<file path="src/rtl/stack_data_pkg.sv">
// Shared definitions for the data/operator stack: word widths and command encodings.
package stack_data_pkg;

    // Native data word width of the CPU and its all-zero constant
    localparam int CD_N = 16;
    localparam logic [CD_N-1:0] CD_0 = '0;

    // Stack command bus width
    localparam int SC_N = 2;

    // Stack commands issued by the data-stack command stage
    typedef enum logic [SC_N-1:0] {
        SC_NON = 2'd0,
        SC_PUS = 2'd1,
        SC_POP = 2'd2,
        SC_CLR = 2'd3
    } stack_cmd_e;

    // Map a raw command bus value onto a command; anything unknown is treated as idle
    function automatic stack_cmd_e decodeCmd(input logic [SC_N-1:0] raw);
        stack_cmd_e result;
        case (raw)
            2'd1:    result = SC_PUS;
            2'd2:    result = SC_POP;
            2'd3:    result = SC_CLR;
            default: result = SC_NON;
        endcase
        return result;
    endfunction

endpackage

</file>
<file path="src/rtl/stack_data_ram.sv">
// Storage array for the stack: one synchronous write port, one asynchronous read port.
// Contents are deliberately not reset; the stack never exposes an unwritten slot.
module stack_ram #(
    parameter int WIDTH = 16,
    parameter int DEPTH = 16,
    parameter int AW    = $clog2(DEPTH)
) (
    input  logic             i_clk,
    input  logic             i_we,
    input  logic [AW-1:0]    i_waddr,
    input  logic [WIDTH-1:0] i_wdata,
    input  logic [AW-1:0]    i_raddr,
    output logic [WIDTH-1:0] o_rdata
);

    logic [WIDTH-1:0] r_mem [DEPTH];

    // Write the pushed word into its slot on the rising edge
    always_ff @(posedge i_clk) begin
        if (i_we) begin
            r_mem[i_waddr] <= i_wdata;
        end
    end

    assign o_rdata = r_mem[i_raddr];

endmodule

</file>
<file path="src/rtl/stack_data.sv">
// LIFO operand stack with a registered top-of-stack and empty/full/count/sticky-error status.
// The operator stack reuses this block with a narrower WIDTH.
module stack_data
    import stack_data_pkg::*;
#(
    parameter int WIDTH = CD_N,
    parameter int DEPTH = 16,
    parameter int AW    = $clog2(DEPTH)
) (
    input  logic             i_clk,
    input  logic             i_rst_n,
    input  logic [SC_N-1:0]  i_cmd,
    input  logic [WIDTH-1:0] i_data,
    output logic [WIDTH-1:0] o_top,
    output logic             o_empty,
    output logic             o_full,
    output logic [AW:0]      o_count,
    output logic             o_err
);

    // One extra pointer bit so that a full stack is distinguishable from an empty one
    localparam logic [AW:0] SP_FULL = (AW+1)'(DEPTH);
    localparam logic [AW:0] SP_ONE  = (AW+1)'(1);

    logic [AW:0]      r_sp;
    logic [WIDTH-1:0] r_top;
    logic             r_err;

    logic [AW:0]      w_spNext;
    logic [WIDTH-1:0] w_topNext;
    logic             w_errNext;
    logic             w_we;
    logic [AW-1:0]    w_waddr;
    logic [AW-1:0]    w_raddr;
    logic [WIDTH-1:0] w_rdata;
    logic             w_empty;
    logic             w_full;
    stack_cmd_e       w_cmd;

    assign w_cmd   = decodeCmd(i_cmd);
    assign w_empty = (r_sp == '0);
    assign w_full  = (r_sp == SP_FULL);

    // The next free slot is the write address; the entry below the current top is the read address
    // (only consulted when at least two entries are held, so the subtraction never wraps in use)
    assign w_waddr = r_sp[AW-1:0];
    assign w_raddr = r_sp[AW-1:0] - AW'(2);

    stack_ram #(
        .WIDTH (WIDTH),
        .DEPTH (DEPTH),
        .AW    (AW)
    ) u_ram (
        .i_clk   (i_clk),
        .i_we    (w_we),
        .i_waddr (w_waddr),
        .i_wdata (i_data),
        .i_raddr (w_raddr),
        .o_rdata (w_rdata)
    );

    // Decode the command into next pointer, next top, next error flag and the RAM write enable
    always_comb begin
        w_spNext  = r_sp;
        w_topNext = r_top;
        w_errNext = r_err;
        w_we      = 1'b0;
        case (w_cmd)
            SC_PUS: begin
                if (w_full) begin
                    w_errNext = 1'b1;
                end else begin
                    w_we      = 1'b1;
                    w_spNext  = r_sp + SP_ONE;
                    w_topNext = i_data;
                end
            end
            SC_POP: begin
                if (w_empty) begin
                    w_errNext = 1'b1;
                end else if (r_sp == SP_ONE) begin
                    w_spNext  = '0;
                    w_topNext = '0;
                end else begin
                    w_spNext  = r_sp - SP_ONE;
                    w_topNext = w_rdata;
                end
            end
            SC_CLR: begin
                w_spNext  = '0;
                w_topNext = '0;
                w_errNext = 1'b0;
            end
            default: begin
                w_spNext  = r_sp;
            end
        endcase
    end

    // Stack pointer, top-of-stack and sticky error registers
    always_ff @(posedge i_clk or negedge i_rst_n) begin
        if (!i_rst_n) begin
            r_sp  <= '0;
            r_top <= '0;
            r_err <= 1'b0;
        end else begin
            r_sp  <= w_spNext;
            r_top <= w_topNext;
            r_err <= w_errNext;
        end
    end

    assign o_top   = r_top;
    assign o_empty = w_empty;
    assign o_full  = w_full;
    assign o_count = r_sp;
    assign o_err   = r_err;

endmodule

</file>
<file path="config.mk">
export PLATFORM = sky130hd
export DESIGN_NAME = stack_data
export DESIGN_NICKNAME = d
export VERILOG_FILES = /design/src/rtl/stack_data_pkg.sv /design/src/rtl/stack_data_ram.sv /design/src/rtl/stack_data.sv
export SDC_FILE = /design/constraint.sdc
export NUM_CORES = 1
export LEC_CHECK = 0
export CAP_MARGIN = 20
export CORE_ASPECT_RATIO = 0.9
export CORE_MARGIN = 3
export CORE_UTILIZATION = 65
export DETAILED_ROUTE_END_ITERATION = 10
export GPL_TIMING_DRIVEN = 1
export PLACE_DENSITY = 0.84
export SLEW_MARGIN = 20
export SYNTH_ARGS = -nofsm -noshare
export SYNTH_HDL_FRONTEND = slang
export SYNTH_SLANG_ARGS = --single-unit
</file>
<file path="constraint.sdc">
create_clock -name i_clk -period 8.55 [get_ports i_clk]
set_input_delay 0.855 -clock i_clk [delete_from_list [all_inputs] [get_ports i_clk]]
set_output_delay 0.855 -clock i_clk [all_outputs]
set_load 0.05 [all_outputs]
</file>
==> results of run 1 <==
worst max-delay path by stage:
stage	startpoint	endpoint	slack (ns)	cells after the start
detailed placement	o_count[1]	o_empty	5.00	5
finish	o_count[1]	o_empty	4.46	5
floorplan	o_count[1]	u_ram.r_mem[1][0]	4.41	10
global route	o_count[1]	o_empty	4.36	5
global placement	i_cmd[1]	u_ram.r_mem[5][8]	5.11	6
CTS	o_count[1]	o_empty	4.45	5
through the flow:
stage / hold slack [ns] / total power [W]
after global placement: 0.496 / 0.00312
after detailed placement: 0.497 / 0.00316
final: 0.529 / 0.00425
after global routing: 0.551 / 0.00442
after floorplan: 0.559 / 0.00275
after CTS: 0.527 / 0.00427
power by group:
| part | switching (W) | total [W] | internal (W) |
|---|---|---|---|
| sequential | 0.0000967 | 0.00169 | 0.00159 |
| clock | 0.000462 | 0.00111 | 0.000644 |
| combinational | 0.000861 | 0.00146 | 0.000601 |
layer usage:
metal / global-route usage [%] / vias up
met5: 0 / -
met4: 7.09 / 0
met2: 40.7 / 442
met1: 43.5 / 3115
met3: 5.94 / 53
li1: - / 2484
area by class of cell:
type	count	area share [%]
clock buffer	36	5.73
clock inverter	9	0.717
inverter	5	0.149
multi-input combinational	284	21.0
sequential	278	65.6
tap	207	2.06
timing repair buffer	65	4.74
cell usage after synthesis:
cell type	instances	share of area (%)
a311oi_1	1	0.079
a31o_2	1	0.079
o21ai_0	3	0.14
or2_2	1	0.057
buf_2	6	0.27
mux2i_1	1	0.091
inv_1	5	0.17
ha_1	8	0.91
clkbuf_1	9	0.31
nand2b_1	3	0.17
a211oi_1	3	0.20
or3b_2	1	0.079
or3_4	1	0.10
buf_1	6	0.20
buf_6	2	0.20
a211o_1	1	0.079
nor4_1	1	0.057
edfxtp_1	256	70
a21oi_1	3	0.14
mux4_2	64	13
a22oi_1	32	2.2
nor2_1	17	0.58
a21oi_4	1	0.15
a21oi_2	3	0.24
or3_1	1	0.057
nand3b_1	1	0.068
a31oi_1	3	0.17
dfrtp_1	22	5.0
a21o_1	1	0.068
nand3_1	2	0.091
nor3_1	6	0.27
o21ai_4	1	0.15
buf_4	7	0.48
nor3b_1	1	0.068
nand2_1	121	4.1
nor2b_1	1	0.057
or3b_4	1	0.10
state kept, by name, indices dropped and copies added, names as in the netlist:
| signal | flops |
|---|---|
| o_err | 1 |
| u_ram.r_mem | 256 |
| o_top | 16 |
| o_count | 5 |
kinds of logic after synthesis:
logic type / after synthesis / synth area share, %
compound gates: 53 / 3.67
flops: 278 / 74.7
fa+ha+maj: 8 / 0.908
simple gates: 158 / 5.88
mux: 65 / 13.2
buf+inv: 35 / 1.63
worst max-delay path, stage by stage, from the launching register on:
cell and delay [ns]:
dfrtp_4 0.66, inv_1 0.27, ha_1 0.30, or3b_4 0.43, nor2_1 0.20, clkdlybuf4s50_1 0.85
==> flow_metrics.py, run 1 <==
metrics = {
    "status": {
        "status": "completed",
    },
    "yosys": {
        "ys_warn_count": 0,
        "syn_inst": 597,
        "syn_area_per_cell_um2": 18.5,
        "synth_area_um2": 11000,
        "syn_nets": 625,
        "synth_cell_types": 37,
        "ys_ff_latch": 278,
        "seq_area_frac_synth_pct": 74.7,
    },
    "placement": {
        "port_buffers": 43,
        "place_congestion": 0.902,
        "dp_hpwl_um": 14400,
        "dp_cells": 839,
        "post_dp_cell_area_um2": 11700,
        "dp_slack_ns": 5.00,
    },
    "worst_setup_path": {
        "cp-start-kind": "flip-flop",
        "cp_max_fo": 23,
        "worstReg2RegStart": "o_count[1]",
        "worstReg2RegEnd": "u_ram.r_mem[5][8]",
        "r2r_slack_ns": 5.01,
        "arrival_ns": 3.24,
        "worst-setup-path-type": "flip-flop to primary output",
        "critPathRequiredTime_ns": 7.70,
        "reg2reg_depth": 9,
        "end_kind": "primary output",
    },
    "cells_and_area": {
        "multi_input_area_um2": 2630,
        "syn_to_final_growth_pct": 13.9,
        "final_util_pct": 76.8,
        "seq_area_um2": 8240,
        "final_common_cell": "edfxtp_1",
        "fillers": 833,
        "fin_cells": 884,
        "layout-drive-gt1-share_pct": 20.1,
        "fin_nets": 688,
        "num_antenna_cells": 0,
        "layout_common_cells": "256 x edfxtp_1, 121 x nand2_1, 64 x mux4_2",
        "final_area_um2": 12600,
    },
    "timing": {
        "finClkSkew_ns": 0.0165,
        "fin_ws_ns": 4.46,
        "min_period_ns": 4.09,
        "setup_viol": 0,
        "worstMarginPinSlew_ns": 1.08,
        "max-slew-margin-rel_pct": 27.7,
        "post-route-period-util_pct": 47.9,
        "max_freq_ghz": 0.244,
        "fin_setup_tns_ns": 0,
        "hold_violations": 0,
        "rsz0062_at_grt": "false",
        "finalMaxSlewViolations": 0,
    },
    "routing": {
        "drtIter0Drc": 849,
        "vias": 6094,
        "route.met2.wl_um": 11500,
        "highest_layer": "met4",
        "wl_met1_um": 9830,
        "wl_per_cell_um": 28.0,
        "final_antenna_net_count": 0,
        "routed_wl_um": 24800,
        "first_pass_iters": 6,
        "route.met3.wl_um": 2820,
        "via_per_inst": 6.89,
        "drcViolationCount": 0,
    },
    "global_route": {
        "gr-total-overflow": 0,
        "grt_usage_pct": 27.6,
        "grt_max_degree": 50,
        "grt_pass1_wl_um": 37700,
        "grt_pass1_vias": 6045,
        "antenna_found_initial": 0,
    },
    "floorplanning": {
        "io_pins": 44,
        "dieArea_um2": 18600,
        "core.rowCount": 44,
        "core_um2": 16400,
        "die_w_um": 143,
        "die_h_um": 130,
        "start_util_pct": 67.4,
    },
    "pwr": {
        "cellPowerDensity_nw_per_um2": 339,
        "vdd.ir_drop.worst_mv": 0.209,
        "leakage_nw": 4.27,
    },
    "min_path": {
        "hold_end": "o_top[8]",
        "hp-start": "o_top[8]",
        "min_path_type": "flip-flop to flip-flop",
        "min_path_cells": 2,
    },
    "job": {
        "max_cap_viol_count": 0,
    },
    "clock_tree": {
        "cts_max_path_buffers": 3,
        "worst_skew_pair.late_latency_ns": 0.52,
        "cts_tree": "yes",
        "hold_buffers": 0,
        "cts-resized-gates": 0,
        "cts_setup_buffers": 0,
        "path_clk_slew_ns": 0.06,
        "clock_sinks": 278,
        "numCtsBuffers": 26,
        "clk_root_buffer_cell": "clkbuf_16",
        "cts.htree.levels": 1,
    },
}
Power figures use the tool's default switching activity.
==> inputs of run 2 (changes only) <==
- CORE_UTILIZATION: 65 -> 54
- PLACE_DENSITY: 0.84 -> 0.75
- clock period: 8.55 -> 3.3 ns (I/O delays scaled with it)
==> flow_metrics.py, run 2 (synthesis gave the netlist of run 1 again) <==
metrics = {
    "floorplanning": {
        "io_pins": 44,
        "die_w_um": 157,
        "core_um2": 19600,
        "dieArea_um2": 22200,
        "core.rowCount": 48,
        "die_h_um": 142,
        "start_util_pct": 56.3,
    },
    "global_route": {
        "grt_pass1_vias": 6149,
        "grt_pass1_wl_um": 36300,
        "grt_usage_pct": 21.9,
        "grt_max_degree": 69,
        "antenna_found_initial": 0,
        "gr-total-overflow": 0,
    },
    "timing": {
        "hold_violations": 0,
        "rsz0062_at_grt": "false",
        "worstMarginPinSlew_ns": 0.849,
        "whs_ns": 0.196,
        "fin_ws_ns": 0.580,
        "finalMaxSlewViolations": 0,
        "min_period_ns": 2.72,
        "finClkSkew_ns": 0.0144,
        "max-slew-margin-rel_pct": 43.2,
        "max_freq_ghz": 0.368,
        "post-route-period-util_pct": 82.4,
        "setup_viol": 0,
        "fin_setup_tns_ns": 0,
    },
    "clock_tree": {
        "clock_sinks": 278,
        "path_clk_slew_ns": 0.06,
        "cts.htree.levels": 1,
        "cts-resized-gates": 0,
        "cts_setup_buffers": 0,
        "cts_max_path_buffers": 3,
        "worst_skew_pair.late_latency_ns": 0.53,
        "hold_buffers": 0,
        "numCtsBuffers": 27,
        "clk_root_buffer_cell": "clkbuf_16",
        "cts_tree": "yes",
    },
    "worst_setup_path": {
        "crit_chain": "inv_1 -> ha_1 -> or3b_4 -> nor2_1 -> buf_12",
        "critPathMaxStageDelay_ns": 0.49,
        "cp_max_fo": 6,
        "arrival_ns": 2.39,
        "end_kind": "primary output",
        "worstReg2RegStart": "o_count[1]",
        "cpMaxStageDelayCell": "dfrtp_4",
        "cp-start-kind": "flip-flop",
        "worst-setup-path-type": "flip-flop to primary output",
        "worstReg2RegEnd": "u_ram.r_mem[12][2]",
        "r2r_slack_ns": 0.70,
        "critPathRequiredTime_ns": 2.97,
        "reg2reg_depth": 9,
    },
    "cells_and_area": {
        "largest_register": "u_ram.r_mem",
        "multi_input_area_um2": 2670,
        "seq_area_um2": 8240,
        "fillers": 1317,
        "largest_reg_flops": 256,
        "layout_common_cells": "256 x edfxtp_1, 121 x nand2_1, 64 x mux4_2",
        "syn_to_final_growth_pct": 16.3,
        "fin_nets": 702,
        "num_antenna_cells": 0,
        "final_common_cell": "edfxtp_1",
        "layout-drive-gt1-share_pct": 24.3,
    },
    "placement": {
        "dp_slack_ns": 0.757,
        "dp_hpwl_um": 13900,
        "port_buffers": 43,
        "place_congestion": 0.857,
    },
    "routing": {
        "vias": 5869,
        "routed_wl_um": 23500,
        "via_per_inst": 6.21,
        "drcViolationCount": 0,
        "drtIter0Drc": 517,
        "first_pass_iters": 5,
        "wl_per_cell_um": 24.9,
        "final_antenna_net_count": 0,
    },
    "min_path": {
        "min_path_type": "primary input to asynchronous set/reset pin",
    },
    "status": {
        "status": "completed",
    },
    "pwr": {
        "vdd.ir_drop.worst_mv": 0.539,
        "leakage_nw": 4.38,
        "cellPowerDensity_nw_per_um2": 866,
    },
    "job": {
        "max_cap_viol_count": 0,
    },
}
## run 2: cell types whose count changed in the layout (fill, tap and decap cells not counted), moves of 3 or more
cell / before / now
nor2_1: 17 / 7
clkinv_4: 0 / 3
buf_4: 22 / 33
buf_12: 0 / 4
nor2_2: 0 / 10
## run 2: per-stage QoR
stage | util, % | instances | cell area [um2] | total power, W
floorplan | - | 597 | 11100 | 0.00715
global placement | 61.2 | 895 | 12000 | 0.00821
detailed placement | 61.2 | 895 | 12000 | 0.00829
CTS | 65.5 | 945 | 12800 | 0.0112
global route | 65.5 | 945 | 12800 | 0.0116
finish | 65.5 | 945 | 12800 | 0.0111
## run 2: how the worst max path moves through the flow
stage | startpoint | endpoint | slack, ns
finish | o_count[1] | o_empty | 0.58
global placement | o_count[1] | u_ram.r_mem[12][13] | 0.85
floorplan | o_count[1] | u_ram.r_mem[12][0] | -0.15
detailed placement | o_count[1] | u_ram.r_mem[12][13] | 0.76
CTS | o_count[1] | o_count[1] | 0.60
global route | o_count[1] | o_empty | 0.50
## run 2: critical path, delay by kind of cell, from the launching register on
kind | cells | cell delay, ns
flops | 1 | 0.49
fa+ha+maj | 1 | 0.25
buf+inv | 2 | 0.38
simple gates | 2 | 0.75
## run 2: power by group
part / internal, W / switching, W / total [W]
logic: 0.00167 / 0.00228 / 0.00395
registers: 0.00412 / 0.000148 / 0.00427
clock network: 0.00162 / 0.00126 / 0.00288
## run 2: area by class of cell
| class | instances | area share [%] |
|---|---|---|
| sequential | 278 | 64.3 |
| tap | 250 | 2.44 |
| timing repair buffer | 78 | 5.76 |
| inverter | 5 | 0.146 |
| multi-input combinational | 284 | 20.8 |
| clock buffer | 35 | 5.58 |
| clock inverter | 15 | 0.947 |
## run 2: metal layers
layer / up-vias / global-route usage, % / part of all wire [%]
li1: 2517 / - / -
met5: - / 0 / 0
met2: 256 / 35.4 / 49
met4: 0 / 5.44 / 2.5
met3: 50 / 4.45 / 6.6
met1: 3046 / 31.2 / 41
